## src/rtl/mips_pipe_pkg.sv

```systemverilog
// mips_pipe_pkg
// Shared constants for the MIPS pipeline stage registers: the bubble
// instruction word, MEM-stage control/payload widths and the control
// bit positions within the MEM-stage ctrl field.
package mips_pipe_pkg;

    localparam logic [31:0] NOP_INSTR = 32'h0000_0000;

    // MEM-stage control field: {syscall, RegWrite, MemtoReg, MemWrite}
    localparam int MEM_CTRL_W = 4;
    localparam int SYSCALL    = 3;
    localparam int REGWRITE   = 2;
    localparam int MEMTOREG   = 1;
    localparam int MEMWRITE   = 0;

    // MEM-stage payload: {aluout, writeData, writeReg, a0, v0}
    localparam int ALUOUT_W    = 32;
    localparam int WRDATA_W    = 32;
    localparam int WRREG_W     = 5;
    localparam int A0_W        = 32;
    localparam int V0_W        = 32;
    localparam int MEM_DATA_W  = ALUOUT_W + WRDATA_W + WRREG_W + A0_W + V0_W;

endpackage

```

## src/rtl/pipe_perf_ctr.sv

```systemverilog
// pipe_perf_ctr
// One saturating performance counter with synchronous clear.
// Ports:
//   clk   - rising-edge clock
//   rst   - asynchronous active-high reset, clears the count
//   clr   - synchronous clear, wins over inc
//   inc   - count this edge
//   count - current value, sticks at all-ones
module pipe_perf_ctr #(
    parameter int W = 16
) (
    input  logic         clk,
    input  logic         rst,
    input  logic         clr,
    input  logic         inc,
    output logic [W-1:0] count
);

    always_ff @(posedge clk or posedge rst) begin
        if (rst) begin
            count <= '0;
        end else if (clr) begin
            count <= '0;
        end else if (inc && (count != {W{1'b1}})) begin
            count <= count + 1'b1;
        end
    end

endmodule

```

## src/rtl/pipe_stage_reg.sv

```systemverilog
// pipe_stage_reg
// Generic pipeline stage register (used for the MEM stage) with stall
// hold, flush-to-bubble and optional stall/bubble performance counters.
// Edge priority: rst > flush > stall > load.
// Optional feature: define PIPE_STAGE_PERF_EN to build the counters;
// otherwise stall_cnt/bubble_cnt read 0 and perf_clr is ignored.
// Ports:
//   clk, rst                 - clock, async active-high reset
//   stall, flush             - hold contents / load a bubble
//   valid_in, ctrl_in,
//   data_in, instr_in        - upstream stage contents
//   valid_out, ctrl_out,
//   data_out, instr_out      - registered stage contents
//   haz_ctrl_out             - duplicate ctrl register for the hazard unit
//   perf_clr                 - synchronous clear of both counters
//   stall_cnt, bubble_cnt    - saturating counts of stalls / bubbles
module pipe_stage_reg
    import mips_pipe_pkg::*;
#(
    parameter int CTRL_W = MEM_CTRL_W,
    parameter int DATA_W = MEM_DATA_W,
    parameter int CNT_W  = 16
) (
    input  logic              clk,
    input  logic              rst,
    input  logic              stall,
    input  logic              flush,
    input  logic              valid_in,
    input  logic [CTRL_W-1:0] ctrl_in,
    input  logic [DATA_W-1:0] data_in,
    input  logic [31:0]       instr_in,
    output logic              valid_out,
    output logic [CTRL_W-1:0] ctrl_out,
    output logic [DATA_W-1:0] data_out,
    output logic [31:0]       instr_out,
    output logic [CTRL_W-1:0] haz_ctrl_out,
    input  logic              perf_clr,
    output logic [CNT_W-1:0]  stall_cnt,
    output logic [CNT_W-1:0]  bubble_cnt
);

    // A non-valid load still carries data_in; only the control side is squashed.
    logic [CTRL_W-1:0] ctrl_load;
    logic [31:0]       instr_load;

    assign ctrl_load  = valid_in ? ctrl_in  : '0;
    assign instr_load = valid_in ? instr_in : NOP_INSTR;

    always_ff @(posedge clk or posedge rst) begin
        if (rst) begin
            valid_out <= 1'b0;
            ctrl_out  <= '0;
            data_out  <= '0;
            instr_out <= NOP_INSTR;
        end else if (flush) begin
            valid_out <= 1'b0;
            ctrl_out  <= '0;
            data_out  <= '0;
            instr_out <= NOP_INSTR;
        end else if (!stall) begin
            valid_out <= valid_in;
            ctrl_out  <= ctrl_load;
            data_out  <= data_in;
            instr_out <= instr_load;
        end
    end

    // Separate flop bank so the hazard unit's fanout stays off ctrl_out.
    always_ff @(posedge clk or posedge rst) begin
        if (rst) begin
            haz_ctrl_out <= '0;
        end else if (flush) begin
            haz_ctrl_out <= '0;
        end else if (!stall) begin
            haz_ctrl_out <= ctrl_load;
        end
    end

`ifdef PIPE_STAGE_PERF_EN
    logic stall_inc;
    logic bubble_inc;

    assign stall_inc  = stall & ~flush;
    // A load with valid_in=0 also leaves a bubble in the stage.
    assign bubble_inc = flush | (~stall & ~valid_in);

    pipe_perf_ctr #(.W(CNT_W)) u_stall_ctr (
        .clk   (clk),
        .rst   (rst),
        .clr   (perf_clr),
        .inc   (stall_inc),
        .count (stall_cnt)
    );

    pipe_perf_ctr #(.W(CNT_W)) u_bubble_ctr (
        .clk   (clk),
        .rst   (rst),
        .clr   (perf_clr),
        .inc   (bubble_inc),
        .count (bubble_cnt)
    );
`else
    logic unused_perf_clr;

    assign unused_perf_clr = perf_clr;
    assign stall_cnt       = '0;
    assign bubble_cnt      = '0;
`endif

endmodule

```

## config.mk

```make
export PLATFORM = sky130hd
export DESIGN_NAME = pipe_stage_reg
export DESIGN_NICKNAME = d
export VERILOG_FILES = /design/src/rtl/mips_pipe_pkg.sv /design/src/rtl/pipe_perf_ctr.sv /design/src/rtl/pipe_stage_reg.sv
export SDC_FILE = /design/constraint.sdc
export NUM_CORES = 1
export LEC_CHECK = 0
export ABC_AREA = 1
export CAP_MARGIN = 20
export CORE_AREA = 2 2 150 152
export CTS_CLUSTER_DIAMETER = 50
export DETAILED_ROUTE_END_ITERATION = 8
export DIE_AREA = 0 0 152 154
export GPL_TIMING_DRIVEN = 0
export PLACE_DENSITY_LB_ADDON = 0.05
export SLEW_MARGIN = 20
export SYNTH_ARGS = -nofsm -noshare
export SYNTH_HDL_FRONTEND = slang
export SYNTH_HIERARCHICAL = 1
export SYNTH_SLANG_ARGS = --single-unit
```

## constraint.sdc

```tcl
create_clock -name clk -period 13 [get_ports clk]
set_input_delay 2.6 -clock clk [delete_from_list [all_inputs] [get_ports clk]]
set_output_delay 2.6 -clock clk [all_outputs]
set_load 0.005 [all_outputs]
```

# Word-level counts from Yosys, hierarchy flattened
# Cells that the tools add are included.
# W data, S select, Z words.
dict set report totals {
  inputBits 175
  regBits 170
}
dict set report classes {
  muxes 10
  n_eq_ne 1
}
# operator count
set op_table {}
lappend op_table {{$mux W133} 2}
lappend op_table {{$mux W32} 3}
lappend op_table {{$mux W4} 3}
lappend op_table {{$mux W1} 2}
lappend op_table {{$ne A2 B1 Y1 const B} 1}

# Depth between registers and ports, before layout
# Gate-level depths: netlist of run 1.
dict set report depth {
  depth_word 3
  depth_mapped 6
  mapped_depth_nobuf 4
}

# Worst setup path before layout of run 1
# No wires, ideal clock.
dict set report synth_timing {
  path_type {input to register}
  from {input valid_in}
  to {register instr_out[10]}
  arrival_ps 3306
  slack_ps 9628
  setup_ps 66
  stages 4
  t_required_ps 12934
  path_buffers 2
  cell_sequence {clkbuf_1 buf_1 nand3_1 nand2_1}
}
dict set report synth_between {
  elab_chain_len 3
}
# element line
set synth_rtl {}
lappend synth_rtl {{from (decl)} pipe_stage_reg.sv:28} ;# input logic valid_in,
lappend synth_rtl {{$mux W32} pipe_stage_reg.sv:47} ;# assign instr_load = valid_in ? instr_in : NOP_INSTR;
lappend synth_rtl {{$mux W32} pipe_stage_reg.sv:60} ;# end else if (!stall) begin
lappend synth_rtl {{$mux W32} pipe_stage_reg.sv:55} ;# end else if (flush) begin
lappend synth_rtl {{to (signal assigned)} pipe_stage_reg.sv:64} ;# instr_out <= instr_load;
lappend synth_rtl {{to (decl)} pipe_stage_reg.sv:35} ;# output logic [31:0] instr_out,
# Every way passes these cells. The select of a mux whose other input is x is not followed.
# A chain may end at the register's enable or synchronous reset.

==> flow_summary_export.csv, run 1 <==
group,metric,value,unit
run_status,status,"finished clean",
synth,synth_flop_cell,"dfrtp_1",
synth,synth_common_cells,"474 x nand2_1, 170 x dfrtp_1, 37 x buf_4",
global_routing,antenna_found_initial,0,
clock_tree,ctsHoldBuffers,0,
placed_design,placed_cells,1419,
hold_path,hold_class,"flop to flop",
synth,synth-seq-cells,170,
layout,fillers,2084,
clock_tree,numCtsBuffers,17,
worst_setup_path,crit_path_end_kind,"output port",
floorplanning,placeableCoreArea,21700,µm²
clock_tree,cts_max_path_buffers,2,
synth,synth.most_common_cell,"nand2_1",
global_routing,gr-total-overflow,0,
worst_setup_path,cp_max_fo,3,
synth,synthCells,761,
timing,finalHoldViolations,0,
worst_setup_path,crit_arrival,1.45,ns
placed_design,dpl_worst_slack,8.60,ns
synth,synth_top_area_cell,"dfrtp_1",
clock_tree,clk_pin_slew_worst_paths,0.07,ns
timing,setup_viol,0,
layout,area_delta_synth_final,67.9,%
run,max-cap-violations,0,
route,drt-initial-drc-count,343,
global_routing,use_met1,23.0,%
synth,synth_top_area_share,63.6,%
placed_design,dp_hpwl,16000,µm
placed_design,gp_congestion,0.759,
synth,yosys.cell_types.count,11,
clock_tree,cts_num_sinks,170,
global_routing,grt_max_degree,87,
worst_setup_path,crit_required,10.40,ns
pwr,p_leak,5.69,nW
synth,syn_avg_cell_area,8.79,µm²
pwr,irDropWorstVdd,0.0801,mV
timing,fin_crit_sh,31.1,%
timing,period_needed,4.05,ns
layout,n_antenna_cell,0,
global_routing,grt_pass1_vias,5960,
route,vias_per_cell,4.16,
synth,yosys_warnings,6,
timing,rsz0062_at_grt,"false",
layout,multi_input_area,2090,µm²
layout,final_nets,1333,
route,ant_nets,0,
floorplanning,fp.dieArea,23400,µm²
synth,synth_area_leaders,"dfrtp_1 64%, nand2_1 27%, buf_4 4.2%",
synth,synth-edff-count,0,
synth,synth_area,6690,µm²
global_routing,grtUsageMet2,30.2,%
timing,relSlewSlack,57.6,%
route,vias,6029,
global_routing,gr-usage-all-layers,18.4,%
layout,final_cell_area,11200,µm²
timing,worst_slack,8.95,ns
route,drc,0,
synth,ys_async_sr_fraction,100,%
global_routing,busiest_layer,"met2",
global_routing,grt_util_met3,6.71,%
route,drtPass1Iterations,4,
global_routing,grt_pass1_wl,33800,µm
placed_design,port_buffers,346,
timing,fin_worst_skew,0,ns
floorplanning,start_util,30.8,%
clock_tree,clock_latency,0.42,ns
layout,layout.cells.non_filler,1451,
floorplanning,fp.dieW,152,µm
route,wl_per_cell,15.0,µm
clock_tree,cts_resized,0,
timing,slew_viol_final,0,
timing,worstMarginPinSlew,0.637,ns
layout,ff_latch_area,4250,µm²
clock_tree,tritoncts,"done",
layout,drive_above_1_share,8.11,%
timing,fin_tns_setup,0,ns
placed_design,place_area,10700,µm²
clock_tree,clock-root-buffer,"clkbuf_16",
route,totalWireLength,21800,µm
clock_tree,cts_htree_levels,4,
synth,yosysSeqAreaShare,63.6,%
pwr,powerDensity,112,nW/µm²
timing,max_freq,247,MHz
floorplanning,rows,54,
floorplanning,die_h,154,µm
worst_setup_path,critPathLaunchType,"flop",
clock_tree,cts_setup_buffers,0,
pwr,total_power,1.26,mW
floorplanning,top_level_ports,381,
worst_setup_path,crit_type,"flop to output port",
worst max-delay path, cell delays in order (launching register included):
cell and delay, ns:
dfrtp_1 0.41, buf_4 0.13, clkdlybuf4s50_1 0.50
metal layers:
| metal | vias up | wire (µm) |
|---|---|---|
| met3 | 18 | 1900 |
| met5 | - | 0 |
| li1 | 3028 | - |
| met1 | 2739 | 9380 |
| met2 | 244 | 10300 |
| met4 | 0 | 259 |
cell families after synthesis:
family / share of synthesized area (%)
buffers and inverters: 6.85
other: 0.0561
AND/OR/NAND/NOR: 29.5
flip-flops: 63.6
placed cells by master (no fill, tap or decap):
cell             instances
nand3_1                 36
inv_8                    3
buf_1                    3
buf_4                   37
nand2_1                474
clkdlybuf4s50_1        346
bufinv_16                1
clkinv_2                 2
buf_16                   1
buf_2                   21
nor2_2                   2
clkinvlp_4               3
clkbuf_16               17
dfrtp_1                170
inv_2                    1
clkinv_4                 3
inv_6                    3
conb_1                  32
clkbuf_8                 1
clkbuf_1                15
report_power, final:
group / internal [mW] / switching, mW
Combinational: 0.113 / 0.0738
Sequential: 0.556 / 0.0147
Clock: 0.274 / 0.227
metrics by stage:
step | hold slack (ns) | utilization [%]
3_5_place_dp | 0.457 | 49.1
3_3_place_gp | 0.452 | 49.0
4_1_cts | 0.473 | 51.8
6_report | 0.470 | 51.8
2_1_floorplan | 0.465 | -
5_1_grt | 0.486 | 51.8
sequential cells by signal (all words and copies together) (netlist names):
signal     cells
ctrl_out       4
data_out     133
instr_out     32
valid_out      1
cell type report:
| cell class | instances | share of cell area [%] |
|---|---|---|
| repair buffers | 347 | 31.1 |
| inverters | 2 | 0.134 |
| well taps | 280 | 3.12 |
| clock inverters | 14 | 1.23 |
| plain buffers | 76 | 4.01 |
| clock buffers | 18 | 3.91 |
| flip-flops and latches | 170 | 37.9 |
| multi-input cells | 544 | 18.6 |
worst paths after layout:
path | from | endpoint | slack (ns) | depth (start not counted)
max | ctrl_out[1]$_DFFE_PP0P_ | haz_ctrl_out[1] | 8.95 | 2
min | data_out[115]$_DFFE_PP0P_ | data_out[115]$_DFFE_PP0P_ | 0.47 | 2
max reg2reg | ctrl_out[1]$_DFFE_PP0P_ | ctrl_out[1]$_DFFE_PP0P_ | 12.33 | 2
min reg2reg | data_out[115]$_DFFE_PP0P_ | data_out[115]$_DFFE_PP0P_ | 0.47 | 2
max in group asynchronous | rst | data_out[74]$_DFFE_PP0P_ | 9.50 | 3
min in group asynchronous | rst | data_out[116]$_DFFE_PP0P_ | 2.65 | 2
Note: power is estimated with default switching activity, not from simulation.
==> run 2: changes to the inputs <==
==> constraint.sdc (replaced) <==
create_clock -name clk -period 3.29 [get_ports clk]
set_input_delay 0.658 -clock clk [delete_from_list [all_inputs] [get_ports clk]]
set_output_delay 0.658 -clock clk [all_outputs]
set_load 0.005 [all_outputs]
==> run 2 against run 1 <==
Effect of this change:
- sequential cell count is the same
- critical path depth unchanged
- sequential power grew to 4.0 times the previous value
- largest cell class unchanged
==> flow_summary_export.csv, run 2 (synthesized netlist as in run 1, its figures left out) <==
group,metric,value,unit
floorplanning,top_level_ports,381,
pwr,irDropWorstVdd,0.311,mV
pwr,seqPwrFrac,44.5,%
layout,n_antenna_cell,0,
layout,top_regs,"data_out (133), instr_out (32), ctrl_out (4)",
placed_design,placed_cells,1424,
floorplanning,die_h,154,µm
hold_path,hold_class,"flop to flop",
worst_setup_path,endpoint,"haz_ctrl_out[1]",
layout,layout.cells.non_filler,1456,
clock_tree,clk_pin_slew_worst_paths,0.06,ns
pwr,powerDensity,447,nW/µm²
worst_setup_path,crit_path_cell_trace,"buf_4, clkdlybuf4s50_1",
hold_path,hold_depth,2,
layout,top_register,"data_out",
timing,fin_crit_sh,63.5,%
floorplanning,fp.dieW,152,µm
clock_tree,cts_htree_levels,4,
timing,fin_worst_skew,0,ns
placed_design,port_buffers,346,
worst_setup_path,critPathLaunchType,"flop",
timing,relSlewSlack,63.7,%
timing,hold_ws,0.469,ns
route,vias_per_cell,4.19,
floorplanning,placeableCoreArea,21700,µm²
pwr,power.internal,3.84,mW
clock_tree,numCtsBuffers,17,
route,totalWireLength,21800,µm
timing,worstMarginPinSlew,0.545,ns
worst_setup_path,crit_slowest_cell,"clkdlybuf4s50_1",
worst_setup_path,crit_path_end_kind,"output port",
run,max-cap-violations,0,
placed_design,dp_hpwl,16500,µm
worst_setup_path,crit_type,"flop to output port",
layout,final_nets,1338,
floorplanning,rows,54,
placed_design,dpl_worst_slack,0.826,ns
clock_tree,clock_latency,0.42,ns
worst_setup_path,reg2reg_from,"ctrl_out[3]$_DFFE_PP0P_",
clock_tree,cts_max_path_buffers,2,
route,wl_per_cell,14.9,µm
global_routing,gr-usage-all-layers,18.6,%
clock_tree,cts_resized,0,
clock_tree,tritoncts,"done",
floorplanning,fp.dieArea,23400,µm²
floorplanning,start_util,30.8,%
layout,drive_above_1_share,8.50,%
timing,rsz0062_at_grt,"false",
clock_tree,clock-root-buffer,"clkbuf_16",
worst_setup_path,crit_arrival,1.43,ns
worst_setup_path,cp_max_fo,3,
timing,max_freq,479,MHz
placed_design,gp_congestion,0.770,
clock_tree,cts_num_sinks,170,
timing,finalHoldViolations,0,
layout,area_delta_synth_final,69.8,%
clock_tree,cts_setup_buffers,0,
pwr,switching_share,24.4,%
global_routing,gr-total-overflow,0,
worst_setup_path,rr_worst_depth,2,
worst_setup_path,critPathMaxStageDelay,0.48,ns
layout,largest_reg_flops,133,
global_routing,grt_pass1_vias,6087,
route,drtPass1Iterations,5,
worst_setup_path,r2r-end,"ctrl_out[3]$_DFFE_PP0P_",
worst_setup_path,crit_start,"ctrl_out[1]$_DFFE_PP0P_",
timing,worst_slack,1.20,ns
global_routing,grt_pass1_wl,34100,µm
worst_setup_path,crit_required,2.63,ns
route,drc,0,
pwr,p_leak,5.75,nW
global_routing,grt_max_degree,33,
route,vias,6096,
pwr,p_comb_share,14.8,%
layout,final_cell_mix,"474 x nand2_1, 346 x clkdlybuf4s50_1, 170 x dfrtp_1",
pwr,clock_power_share,40.7,%
clock_tree,ctsHoldBuffers,0,
global_routing,antenna_found_initial,0,
timing,fin_tns_setup,0,ns
placed_design,place_area,10700,µm²
run_status,status,"finished clean",
timing,setup_viol,0,
timing,period_needed,2.09,ns
pwr,power.switching,1.24,mW
route,drt-initial-drc-count,330,
layout,final_common_cell,"nand2_1",
layout,fillers,2095,
worst_setup_path,r2r_slack,2.62,ns
layout,final_cell_area,11400,µm²
route,ant_nets,0,
timing,slew_viol_final,0,
==> run 2: layout make-up <==
| cell class | instances | area (µm²) | share of cell area [%] |
|---|---|---|---|
| Buffer | 76 | 450 | 3.97 |
| Clock buffer | 19 | 453 | 3.99 |
| Clock inverter | 13 | 153 | 1.34 |
| Inverter | 2 | 11.3 | 0.0992 |
| Multi-Input combinational cell | 544 | 2090 | 18.4 |
| Sequential cell | 170 | 4250 | 37.5 |
| Tap cell | 280 | 350 | 3.09 |
| Timing Repair Buffer | 352 | 3590 | 31.6 |
==> run 2: power groups by stage <==
stage                     clock [mW]  sequential [mW]  combinational (mW)
final                           2.07             2.26               0.751
after global routing            2.21             2.27               0.824
after CTS                       2.13             2.26               0.767
after detailed placement           0             2.29               0.764
after global placement             0             2.29               0.744
after floorplan                    0             2.30               0.218
==> run 2: stage by stage <==
stage | power, mW | util, %
CTS | 5.16 | 52.4
detailed placement | 3.06 | 49.6
global placement | 3.04 | 49.0
floorplan | 2.52 | -
global route | 5.30 | 52.4
finish | 5.08 | 52.4
==> run 2: metal layers <==
layer  GRT usage, %  routed length [µm]  vias up  part of all wire (%)
met5              0                   0        -                     0
met4           5.74                 377        0                   1.7
met3           6.91                1840       23                   8.4
met2           31.1               10600      243                    49
met1           22.5                8950     2783                    41
li1               -                   -     3047                     -
==> run 2: worst min-delay path by stage <==
stage / startpoint / end / slack (ns)
6_report: data_out[64]$_DFFE_PP0P_ / data_out[64]$_DFFE_PP0P_ / 0.47
5_1_grt: data_out[94]$_DFFE_PP0P_ / data_out[94]$_DFFE_PP0P_ / 0.49
4_1_cts: data_out[64]$_DFFE_PP0P_ / data_out[64]$_DFFE_PP0P_ / 0.47
3_5_place_dp: data_out[1]$_DFFE_PP0P_ / data_out[1]$_DFFE_PP0P_ / 0.46
3_3_place_gp: data_out[102]$_DFFE_PP0P_ / data_out[102]$_DFFE_PP0P_ / 0.45
2_1_floorplan: data_out[0]$_DFFE_PP0P_ / data_out[0]$_DFFE_PP0P_ / 0.47
==> run 2: critical path, delay by kind of cell, from the launching register on <==
family	cells	cell delay [ns]
DFF	1	0.40
buffers and inverters	2	0.61
==> run 3: changes to the inputs <==
==> constraint.sdc (replaced) <==
create_clock -name clk -period 1.72 [get_ports clk]
set_input_delay 0.344 -clock clk [delete_from_list [all_inputs] [get_ports clk]]
set_output_delay 0.344 -clock clk [all_outputs]
set_load 0.005 [all_outputs]
==> run 3 against run 2 <==
Effect of this change:
- die area unchanged
- sequential share of layout area down 0.12 points
- sequential power up 91%
- setup slack worse by 1.2 ns
- worst hold slack worse by 0.20 ns
- wire length up 0.23%
- combinational power up 92%
- clock power up 91%
- first-iteration DRC count down 5.5%
- critical path depth down 1
- power up 91%
- non-clock buffer count up 2
- critical endpoint is now data_out[132]
- largest cell class unchanged
- highest routed layer unchanged
==> flow_summary_export.csv, run 3 (synthesized netlist as in run 1, its figures left out) <==
group,metric,value,unit
timing,max_freq,595,MHz
placed_design,gp_congestion,0.770,
pwr,clock_power_share,40.7,%
clock_tree,clock-root-buffer,"clkbuf_16",
pwr,seqPwrFrac,44.5,%
worst_setup_path,r2r-end,"ctrl_out[2]$_DFFE_PP0P_",
global_routing,antenna_found_initial,0,
clock_tree,cts_htree_levels,4,
clock_tree,cts_max_path_buffers,2,
worst_setup_path,rr_worst_depth,3,
worst_setup_path,reg2reg_from,"ctrl_out[2]$_DFFE_PP0P_",
timing,fin_worst_skew,0,ns
layout,n_antenna_cell,0,
placed_design,port_buffers,346,
timing,finalHoldViolations,0,
route,wl_per_cell,15.0,µm
floorplanning,placeableCoreArea,21700,µm²
route,drtPass1Iterations,4,
clock_tree,cts_num_sinks,170,
worst_setup_path,crit_path_end_kind,"output port",
hold_path,hold_class,"primary input to asynchronous set/reset pin",
pwr,p_leak,5.92,nW
clock_tree,ctsHoldBuffers,0,
pwr,power.internal,7.34,mW
layout,drive_above_1_share,8.66,%
worst_setup_path,crit_type,"flop to output port",
worst_setup_path,crit_slowest_cell,"clkdlybuf4s50_1",
layout,final_cell_mix,"474 x nand2_1, 332 x clkdlybuf4s50_1, 170 x dfrtp_1",
pwr,total_power,9.70,mW
global_routing,grt_pass1_wl,34100,µm
worst_setup_path,crit_path_cell_trace,"clkdlybuf4s50_1",
global_routing,gr-total-overflow,0,
worst_setup_path,cp_max_fo,2,
clock_tree,tritoncts,"done",
global_routing,grt_pass1_vias,6092,
layout,final_common_cell,"nand2_1",
run,max-cap-violations,0,
timing,fin_crit_sh,97.7,%
route,vias_per_cell,4.21,
clock_tree,clk_pin_slew_worst_paths,0.07,ns
global_routing,gr-usage-all-layers,18.6,%
route,drc,0,
worst_setup_path,cp.depth,1,
pwr,irDropWorstVdd,0.595,mV
worst_setup_path,r2r_slack,0.94,ns
pwr,p_comb_share,14.8,%
placed_design,dp_hpwl,16500,µm
timing,setup_viol,0,
timing,period_needed,1.68,ns
global_routing,grt_max_degree,33,
floorplanning,fp.dieArea,23400,µm²
layout,area_delta_synth_final,70.3,%
worst_setup_path,crit_buf_inv,1,
clock_tree,clock_latency,0.42,ns
floorplanning,fp.dieW,152,µm
pwr,power.switching,2.36,mW
timing,hold_ws,0.270,ns
route,vias,6144,
clock_tree,numCtsBuffers,17,
worst_setup_path,crit_arrival,1.34,ns
pwr,switching_share,24.4,%
route,ant_nets,0,
floorplanning,top_level_ports,381,
timing,slew_viol_final,0,
route,totalWireLength,21800,µm
floorplanning,die_h,154,µm
worst_setup_path,critPathLaunchType,"flop",
pwr,powerDensity,851,nW/µm²
route,drt-initial-drc-count,312,
worst_setup_path,critPathTopFamily,"buffers and inverters",
worst_setup_path,crit_required,1.38,ns
run_status,status,"finished clean",
timing,worstMarginPinSlew,0.575,ns
worst_setup_path,critPathMaxStageDelay,0.57,ns
floorplanning,start_util,30.8,%
floorplanning,rows,54,
layout,largest_reg_flops,133,
layout,top_regs,"data_out (133), instr_out (32), ctrl_out (4)",
timing,relSlewSlack,61.7,%
layout,final_nets,1340,
layout,top_register,"data_out",
==> run 3: timing repair <==
action | CTS | global route
resized for setup | 6 | 10
pin swaps | 0 | 0
gates cloned | 0 | 0
setup buffers | 1 | 1
endpoints found under the setup margin | 7 | 107
==> run 3: cell type report <==
| cell class | count | area (µm²) |
|---|---|---|
| multi-input combinational | 544 | 2100 |
| timing repair buffer | 354 | 3620 |
| sequential | 170 | 4250 |
| tap | 280 | 350 |
| inverter | 2 | 11.3 |
| clock inverter | 13 | 153 |
| clock buffer | 19 | 453 |
| fill | 2089 | 10300 |
| buffer | 76 | 450 |
==> run 3: how the worst max path moves through the flow <==
stage	startpoint	endpoint	slack [ns]
after floorplan	rst	ctrl_out[0]$_DFFE_PP0P_	-0.79
after global placement	rst	data_out[30]$_DFFE_PP0P_	-2.47
after detailed placement	flush	data_out[60]$_DFFE_PP0P_	-0.43
after CTS	ctrl_out[2]$_DFFE_PP0P_	ctrl_out[2]	0.0003
after global routing	ctrl_out[1]$_DFFE_PP0P_	ctrl_out[1]	-0.003
final	data_out[132]$_DFFE_PP0P_	data_out[132]	0.04
==> run 3: routing by layer <==
metal  global-route usage [%]  wire [µm]
met5                        0          0
met4                     5.74        382
met3                     6.91       1820
met2                     31.1      10600
met1                     22.4       8980
==> run 3: worst register-to-register path, cell delays in order (launching register included) <==
cell	delay (ns)
dfrtp_1	0.42
buf_4	0.15
nand2_1	0.05
nand2_1	0.05
==> run 3: power by group through the flow <==
| stage | registers (mW) | logic [mW] | clock network, mW |
|---|---|---|---|
| after floorplan | 4.41 | 0.417 | 0 |
| after global placement | 4.39 | 1.42 | 0 |
| after detailed placement | 4.39 | 1.46 | 0 |
| after CTS | 4.32 | 1.46 | 4.08 |
| after global routing | 4.34 | 1.58 | 4.23 |
| final | 4.32 | 1.44 | 3.95 |
==> run 3: per-stage QoR <==
stage                     TNS (ns)  instance area, µm²  worst slack, ns  utilization, %  std cells
after floorplan            -134.76                6810           -0.793               -        792
after global placement     -472.52               10600            -2.47            49.0       1418
after detailed placement    -56.25               10700           -0.430            49.6       1424
after CTS                        0               11400         0.000306            52.4       1457
after global routing      -0.00299               11400         -0.00299            52.5       1458
final                            0               11400           0.0390            52.5       1458
